## config.mk

```make
export PLATFORM = sky130hd
export DESIGN_NAME = inst_fetch
export DESIGN_NICKNAME = d
export VERILOG_FILES = /design/src/rtl/inst_fetch.sv
export SDC_FILE = /design/constraint.sdc
export NUM_CORES = 1
export LEC_CHECK = 0
export BUFFER_PORTS_ARGS = -buffer_cell sky130_fd_sc_hd__buf_2
export CORE_MARGIN = 5
export CORE_UTILIZATION = 30
export DETAILED_ROUTE_END_ITERATION = 10
export REMOVE_ABC_BUFFERS = 1
export SLEW_MARGIN = 0
export SYNTH_ARGS = -nofsm -noshare
export SYNTH_HDL_FRONTEND = slang
export SYNTH_SLANG_ARGS = --single-unit
```

## constraint.sdc

```tcl
create_clock -name clk -period 5.5 [get_ports clk]
set_clock_uncertainty 0.05 [all_clocks]
set_input_delay 0.275 -clock clk [delete_from_list [all_inputs] [get_ports clk]]
set_output_delay 0.275 -clock clk [all_outputs]
set_load 0.01 [all_outputs]
```

## src/rtl/inst_fetch.sv

```systemverilog
// -----------------------------------------------------------------------------
// inst_fetch
//
// Instruction fetch stage. Owns the fetch PC, issues word reads to the
// instruction memory, buffers returned words (each tagged with its PC) in a
// small in-order FIFO and hands them to decode over a valid/ready handshake.
// A redirect from decode flushes buffered and in-flight instructions and
// restarts fetch at the new PC.
//
// Parameters
//   RESET_PC    fetch address after reset
//   FIFO_DEPTH  instruction buffer entries (power of 2, >= 2)
//
// Ports
//   clk             clock, rising edge
//   rst             asynchronous, active-low reset (0 = reset)
//   imem_req        read request valid
//   imem_addr       read word address (bits [1:0] always 0)
//   imem_gnt        memory accepts the request this cycle
//   imem_rvalid     read data valid; responses return in request order
//   imem_rdata      read data
//   inst_valid      FIFO head valid
//   inst            FIFO head instruction (0 when empty)
//   inst_pc         PC of FIFO head (0 when empty)
//   inst_ready      decode consumes the head
//   redirect_valid  redirect fetch (1-cycle pulse)
//   redirect_pc     new fetch PC
//   fetch_misalign  sticky misaligned-redirect flag
//
// Configuration
//   FETCH_MISALIGN_CHK_EN  when defined, a redirect with redirect_pc[1:0] != 0
//                          sets fetch_misalign and parks fetch in HALT until an
//                          aligned redirect arrives. When undefined the low PC
//                          bits are ignored and fetch_misalign is tied to 0.
// -----------------------------------------------------------------------------
module inst_fetch #(
  parameter logic [31:0] RESET_PC   = 32'h0000_0000,
  parameter int          FIFO_DEPTH = 4
) (
  input  logic        clk,
  input  logic        rst,
  output logic        imem_req,
  output logic [31:0] imem_addr,
  input  logic        imem_gnt,
  input  logic        imem_rvalid,
  input  logic [31:0] imem_rdata,
  output logic        inst_valid,
  output logic [31:0] inst,
  output logic [31:0] inst_pc,
  input  logic        inst_ready,
  input  logic        redirect_valid,
  input  logic [31:0] redirect_pc,
  output logic        fetch_misalign
);

  localparam int          AW      = $clog2(FIFO_DEPTH);
  localparam int          CW      = AW + 1;
  localparam logic [CW:0] CREDITS = (CW+1)'(FIFO_DEPTH);

  typedef enum logic [1:0] {
    ST_BOOT,
    ST_RUN,
    ST_HALT
  } state_t;

  state_t          state_q, state_d;

  logic [31:0]     fetch_pc_q, fetch_pc_d;
  logic [31:0]     resp_pc_q,  resp_pc_d;
  logic [CW-1:0]   outstanding_q, outstanding_d;
  logic [CW-1:0]   discard_q,     discard_d;
  logic [CW-1:0]   count_q,       count_d;
  logic [AW-1:0]   wr_ptr_q,      wr_ptr_d;
  logic [AW-1:0]   rd_ptr_q,      rd_ptr_d;

  logic [31:0]     fifo_inst [FIFO_DEPTH];
  logic [31:0]     fifo_pc   [FIFO_DEPTH];

  logic            grant;
  logic            push;
  logic            drop;
  logic            pop;
  logic            empty;
  logic            redir_misaligned;
  logic [31:0]     redirect_target;
  logic [CW:0]     credit_used;

  // ---------------------------------------------------------------------------
  // Optional misaligned-redirect check
  // ---------------------------------------------------------------------------
`ifdef FETCH_MISALIGN_CHK_EN
  logic misalign_q;

  assign redir_misaligned = redirect_valid && (redirect_pc[1:0] != 2'b00);

  // Sticky: only another redirect updates it, and an aligned one clears it.
  always_ff @(posedge clk or negedge rst) begin
    if (!rst) begin
      misalign_q <= 1'b0;
    end else if (redirect_valid) begin
      misalign_q <= redir_misaligned;
    end
  end

  assign fetch_misalign = misalign_q;
`else
  // Low PC bits are simply dropped when the check is compiled out.
  logic unused_pc_lsbs;
  assign unused_pc_lsbs   = ^redirect_pc[1:0];
  assign redir_misaligned = 1'b0;
  assign fetch_misalign   = 1'b0;
`endif

  // ---------------------------------------------------------------------------
  // Handshake decode
  // ---------------------------------------------------------------------------
  assign redirect_target = {redirect_pc[31:2], 2'b00};
  assign empty           = (count_q == '0);

  // Credit rule: never have more words buffered plus in flight than the FIFO
  // can hold, so a response can always be accepted without back-pressure.
  assign credit_used = {1'b0, count_q} + {1'b0, outstanding_q};
  assign imem_req    = (state_q == ST_RUN) && !redirect_valid && (credit_used < CREDITS);
  assign imem_addr   = fetch_pc_q;
  assign grant       = imem_req && imem_gnt;

  // A redirect kills any response arriving in the same cycle and any pop.
  assign push = imem_rvalid && !redirect_valid && (discard_q == '0);
  assign drop = imem_rvalid && !redirect_valid && (discard_q != '0);
  assign pop  = !empty && inst_ready && !redirect_valid;

  assign inst_valid = !empty;
  assign inst       = empty ? 32'b0 : fifo_inst[rd_ptr_q];
  assign inst_pc    = empty ? 32'b0 : fifo_pc[rd_ptr_q];

  // ---------------------------------------------------------------------------
  // FSM
  // ---------------------------------------------------------------------------
  always_ff @(posedge clk or negedge rst) begin
    if (!rst) begin
      state_q <= ST_BOOT;
    end else begin
      state_q <= state_d;
    end
  end

  always_comb begin
    // NOTE: every variable assigned in a combinational block gets a default
    // first, otherwise a path that skips the assignment infers a latch.
    state_d = state_q;
    unique case (state_q)
      ST_BOOT: state_d = ST_RUN;
      ST_RUN:  state_d = ST_RUN;
      ST_HALT: state_d = ST_HALT;
      default: state_d = ST_BOOT;
    endcase
    // Redirect overrides everything; HALT is left only through an aligned one.
    if (redirect_valid) begin
      state_d = redir_misaligned ? ST_HALT : ST_RUN;
    end
  end

  // ---------------------------------------------------------------------------
  // PC, counters and FIFO pointers
  // ---------------------------------------------------------------------------
  always_comb begin
    fetch_pc_d    = fetch_pc_q;
    resp_pc_d     = resp_pc_q;
    discard_d     = discard_q;
    wr_ptr_d      = wr_ptr_q;
    rd_ptr_d      = rd_ptr_q;
    outstanding_d = outstanding_q + CW'(grant) - CW'(imem_rvalid);
    count_d       = count_q + CW'(push) - CW'(pop);

    if (grant) begin
      fetch_pc_d = fetch_pc_q + 32'd4;
    end
    if (push) begin
      resp_pc_d = resp_pc_q + 32'd4;
      wr_ptr_d  = wr_ptr_q + AW'(1);
    end
    if (drop) begin
      discard_d = discard_q - CW'(1);
    end
    if (pop) begin
      rd_ptr_d = rd_ptr_q + AW'(1);
    end

    // grant is impossible here (imem_req is gated), so the words still owed
    // by memory after this edge are outstanding minus this cycle's response.
    if (redirect_valid) begin
      fetch_pc_d = redirect_target;
      resp_pc_d  = redirect_target;
      discard_d  = outstanding_q - CW'(imem_rvalid);
      count_d    = '0;
      wr_ptr_d   = '0;
      rd_ptr_d   = '0;
    end
  end

  always_ff @(posedge clk or negedge rst) begin
    if (!rst) begin
      // NOTE: state registers use non-blocking assignments so every register
      // samples the values from before the edge, independent of block order.
      fetch_pc_q    <= RESET_PC;
      resp_pc_q     <= RESET_PC;
      outstanding_q <= '0;
      discard_q     <= '0;
      count_q       <= '0;
      wr_ptr_q      <= '0;
      rd_ptr_q      <= '0;
    end else begin
      fetch_pc_q    <= fetch_pc_d;
      resp_pc_q     <= resp_pc_d;
      outstanding_q <= outstanding_d;
      discard_q     <= discard_d;
      count_q       <= count_d;
      wr_ptr_q      <= wr_ptr_d;
      rd_ptr_q      <= rd_ptr_d;
    end
  end

  // NOTE: the FIFO storage has no reset; entries are only observed through
  // count_q, which is reset, so clearing the array would only cost flops.
  always_ff @(posedge clk) begin
    if (push) begin
      fifo_inst[wr_ptr_q] <= imem_rdata;
      fifo_pc[wr_ptr_q]   <= resp_pc_q;
    end
  end

endmodule

```

# After elaboration in Yosys (flattened, before gate mapping)
# Memory sizes are Yosys's and may differ from the RTL's.
# Cells that the tools add are included.
# W data, S select, Z words.
[op_classes] muxes=17 n_eq_ne=2 reduce_logical=19 add_sub_neg=11 magnitude_cmp=1
[ops] op="$mux W32" count=6
[ops] op="$add A32 B3 Y32 const B" count=2
[ops] op="$mux W2" count=5
[ops] op="$mux W3" count=3
[ops] op="$sub A3 B1 Y3" count=3
[ops] op="$logic_and A1 B1 Y1" count=8
[ops] op="$reduce_bool A2 Y1" count=4
[ops] op="$add A3 B1 Y3" count=2
[ops] op="$logic_not A3 Y1" count=2
[ops] op="$add A2 B1 Y2 const B" count=2
[ops] op="$add A3 B3 Y4" count=1
[ops] op="$lt A4 B3 Y1 const B" count=1
[ops] op="$pmux W2 S2" count=1
[ops] op="$reduce_bool A3 Y1" count=1
[ops] op="$sub A3 B1 Y3 const B" count=1
[ops] op="$eq A2 B1 Y1 const B" count=1
[ops] op="$eq A2 B2 Y1 const B" count=1
[ops] op="$logic_not A1 Y1" count=2
[ops] op="$logic_not A2 Y1" count=1
[ops] op="$mux W1" count=2
[ops] op="$reduce_or A2 Y1" count=1
[totals] regBits=79 ramBits=256 elab_cells=60 n_memories=2 output_inout_bits=99
[memory_table] memory="fifo_inst" depth=4 width=32 rd=1 rd_clocked_by_memory_dff=0 write_ports=1 line="76" source="logic [31:0] fifo_inst [FIFO_DEPTH];"
[memory_table] memory="fifo_pc" depth=4 width=32 rd=1 rd_clocked_by_memory_dff=0 write_ports=1 line="77" source="logic [31:0] fifo_pc [FIFO_DEPTH];"

# Longest topological paths before layout
[depth] ltp_word=6 depth_mapped=12 depth_no_buf=12

# Worst setup path after synthesis
# OpenSTA, ideal clock, no wires.
[synth_path] path_type="reg2reg" from="register discard_q[0]" to="memory fifo_inst[0][0], enable pin" stages_incl_launch_ff=6 period_less_slack_ns=3.153 required_time_ns=5.023 path_slack_ns=2.347 path_buffers=1 t_arrival_ns=2.676 path_cell_list="dfrtp_1 -> inv_1 -> ha_1 -> and3b_1 -> clkbuf_1 -> and3_1"
[synth_via] elab_chain_cells=4
[synth_lines] item="from (decl)" line="71" source="logic [CW-1:0] discard_q, discard_d;"
[synth_lines] item="from (signal assigned)" line="216" source="discard_q <= discard_d;"
[synth_lines] item="$logic_not A3 Y1" line="128" source="assign push = imem_rvalid && !redirect_valid && (discard_q == '0);"
[synth_lines] item="$logic_and A1 B1 Y1" line="128"
[synth_lines] item="$mux W1" line="226" source="if (push) begin"
[synth_lines] item="$mux W1 (implied by the code)" line="227" source="fifo_inst[wr_ptr_q] <= imem_rdata;"
[synth_lines] item="to (decl)" line="76"
# No other way between the ends.

# Final worst setup path
[layout_path] from="register count_q[1]" to="register outstanding_q[2]"
[layout_via] elab_chain_cells=6
[layout_lines] item="from (decl)" line="72" source="logic [CW-1:0] count_q, count_d;"
[layout_lines] item="from (signal assigned)" line="217" source="count_q <= count_d;"
[layout_lines] item="$add A3 B3 Y4" line="122" source="assign credit_used = {1'b0, count_q} + {1'b0, outstanding_q};"
[layout_lines] item="$lt A4 B3 Y1" line="123" source="assign imem_req = (state_q == ST_RUN) && !redirect_valid && (credit_used < CREDITS);"
[layout_lines] item="$logic_and A1 B1 Y1" line="123"
[layout_lines] item="$logic_and A1 B1 Y1" line="125" source="assign grant = imem_req && imem_gnt;"
[layout_lines] item="$add A3 B1 Y3" line="172" source="outstanding_d = outstanding_q + CW'(grant) - CW'(imem_rvalid);"
[layout_lines] item="$sub A3 B1 Y3" line="172"
[layout_lines] item="via outstanding_d[2]" line="70" source="logic [CW-1:0] outstanding_q, outstanding_d;"
[layout_lines] item="to (signal assigned)" line="215" source="outstanding_q <= outstanding_d;"
[layout_lines] item="to (decl)" line="70"
# The timed path passes the listed nets, and every way through them passes these cells.
# A chain may end at the register's enable or synchronous reset.

==> results.toml <==
[status]
status = "completed"

[timing]
tns_ns = 0
setup_violations = 0
post-route-period-util_pct = 63.44
max_freq_mhz = 286.6
worst_pin_slew_ns = 1.036
rsz0062_at_grt = "no"
max-slew-margin-rel_pct = 30.93
finalHoldViolations = 0
whs_ns = 0.02242
final_max_slew_viol_count = 0
finalCriticalPeriod_ns = 3.489

[global_routing]
overflow = 0
grt_max_degree = 76
grt_usage_pct = 12.62
grt_first_pass_wirelength_um = 49620
grt_pass1_vias = 8405
antenna_found_initial = 0

[setup_path]
setup.worst_path.start_class = "flop"
cp_max_fo = 36
endpoint_kind = "flop"
critPathKind = "flop to flop"
cp_data_arrival_time_ns = 3.90
required_ns = 5.91

[final_layout]
multi_input_area_um2 = 4110
fillers = 4303
layout-drive-gt1-share_pct = 27.84
n_antenna_cell = 0
nets = 1194
syn2layout_area_growth_pct = 24.64
seq_area_um2 = 9329

[synthesis]
ys_warn_count = 0
netlist_area_um2 = 13720
seq_area_frac_synth_pct = 67.96
ys_ff_latch = 323
ys.flop_type = "edfxtp_1"
syn_area_per_cell_um2 = 15.64
async_reset_ff_share_pct = 23.22
syn-instance-count = 877
ys_types = 52
synth_edf_count = 248

[min_path]
hp-class = "input port to flop"

[placed_design]
hpwl_um = 19590
io_buffers = 161
place.gp.congestion = 0.8186

[floorplan]
row_count = 78
die_x_um = 223.9
die_area_um2 = 50110
num_io_pins = 169
core_um2 = 45280
initial_core_util_pct = 30.30
die_h_um = 223.9

[route]
vias = 8165
avgRoutedWirePerCell_um = 18.32
firstDrtPassIters = 5
drtIter0Drc = 525
drc = 0
wirelength_um = 31790
viasPerCell = 4.706
antenna_left = 0

[cts]
cts_buffers = 37
cts_root_buf = "clkbuf_16"
clock_path_buffers = 3
cts_tree = "yes"
insertion_delay_ns = 0.53
clkTransAtPathRegs_ns = 0.06
numClockSinks = 323
cts_resized = 0
htreeDepth = 2

[power]
vdd.ir_drop.worst_mv = 0.2347
p_leak_nw = 6.210
power.density_nw_per_um2 = 434.5

[flow_run]
cap_violations = 0
==> power breakdown <==
group	total (W)	switching, W	internal, W
clock	0.00263	0.000972	0.00166
sequential	0.00305	0.000247	0.00280
combinational	0.00175	0.000934	0.000818
==> state kept, by name, indices dropped and copies added, names as in the netlist <==
name	count
fifo_pc	120
resp_pc_q	30
fifo_inst	128
outstanding_q	3
wr_ptr_q	2
state_q	2
discard_q	3
imem_addr	30
rd_ptr_q	2
count_q	3
==> Yosys cell counts (2+ instances only) <==
cell | number | share of area [%]
a21oi_1 | 6 | 0.22
a31oi_1 | 11 | 0.50
and2_1 | 67 | 3.1
and3_1 | 10 | 0.46
and4_1 | 6 | 0.38
buf_2 | 12 | 0.44
buf_4 | 5 | 0.27
buf_6 | 2 | 0.16
clkbuf_1 | 26 | 0.71
dfrtp_1 | 75 | 14
edfxtp_1 | 248 | 54
fa_1 | 2 | 0.29
ha_1 | 16 | 1.5
inv_1 | 20 | 0.55
mux2_2 | 3 | 0.25
mux2i_1 | 4 | 0.29
mux4_2 | 62 | 10
nand2_1 | 65 | 1.8
nand2b_1 | 2 | 0.091
nand3_1 | 31 | 1.1
nand3b_1 | 3 | 0.16
nand4_1 | 17 | 0.78
nand4_2 | 3 | 0.27
nor2_1 | 32 | 0.88
nor2b_1 | 2 | 0.091
nor3_1 | 12 | 0.44
nor4_1 | 5 | 0.23
nor4_2 | 3 | 0.27
o211ai_1 | 9 | 0.49
o21ai_0 | 45 | 1.6
o311ai_0 | 10 | 0.64
o31a_1 | 3 | 0.19
or3_1 | 3 | 0.14
xnor2_1 | 28 | 1.8
xor2_1 | 12 | 0.77
==> cells in the final DEF (no fill, tap or decap), types with 17 or more instances in the layout <==
| cell type | count |
|---|---|
| edfxtp_1 | 248 |
| buf_2 | 161 |
| dfrtp_1 | 73 |
| and2_1 | 67 |
| nand2_1 | 65 |
| mux4_2 | 62 |
| dlygate4sd3_1 | 61 |
| o21ai_0 | 45 |
| clkbuf_16 | 39 |
| nor2_1 | 32 |
| nand3_1 | 31 |
| xnor2_1 | 28 |
| inv_1 | 20 |
| nand4_1 | 17 |
==> final cells by class <==
class | count | area share [%]
Inverter | 22 | 0.4975
Clock buffer | 45 | 5.956
Tap cell | 600 | 4.390
Clock inverter | 23 | 1.851
Sequential cell | 323 | 54.55
Timing Repair Buffer | 232 | 8.721
Multi-Input combinational cell | 490 | 24.03
==> stage by stage <==
stage               instance area (µm²)  worst slack (ns)  utilization (%)  instances  power (W)
global placement                  15160             2.027            33.47       1606   0.004853
detailed placement                15160             2.004            33.47       1606   0.004877
CTS                               17090             1.978            37.74       1734   0.007582
global route                      17100             1.747            37.77       1735   0.007880
floorplan                         13510             1.811                -        835   0.004114
finish                            17100             2.011            37.77       1735   0.007431
==> kinds of logic after synthesis <==
family          share of synthesized area [%]
other cells                           0.02733
fa+ha+maj                               1.751
flops                                   67.96
xor+xnor                                2.553
simple gates                            10.80
buf+inv                                 2.243
mux                                     10.71
compound gates                          3.958
==> critical path: stages (launching register included) <==
cell,delay [ns]
dfrtp_1,0.44
ha_1,0.24
nor4b_4,0.22
and4_1,0.82
inv_4,0.33
ha_1,0.39
inv_1,0.04
ha_1,0.18
fa_1,0.38
xnor2_1,0.19
xnor2_1,0.13
==> routing by layer <==
layer / global-route usage (%) / vias to the layer above / share of wire, %
met5: 0 / - / 0
met4: 3.439 / 0 / 2.0
met3: 3.564 / 44 / 6.2
met2: 19.67 / 201 / 46
met1: 17.46 / 4112 / 46
li1: - / 3808 / -
==> repair_timing <==
action / CTS / global route
setup buffers: 0 / 0
hold endpoints to repair: 252 / 1
hold buffers: 60 / 1
==> worst paths after layout <==
path | start | to | slack (ns) | depth (start not counted)
max in group asynchronous | rst | rd_ptr_q[0]$_DFFE_PN0P_ | 4.21 | 3
min in group asynchronous | rst | state_q[0]$_DFF_PN0_ | 0.47 | 3
max | count_q[1]$_DFF_PN0_ | outstanding_q[2]$_DFF_PN0_ | 2.01 | 10
min reg2reg | state_q[0]$_DFF_PN0_ | state_q[1]$_DFF_PN0_ | 0.39 | 1
max reg2reg | count_q[1]$_DFF_PN0_ | outstanding_q[2]$_DFF_PN0_ | 2.01 | 10
min | redirect_pc[2] | resp_pc_q[2]$_DFFE_PN0N_ | 0.02 | 3
Power figures use the tool's default switching activity.
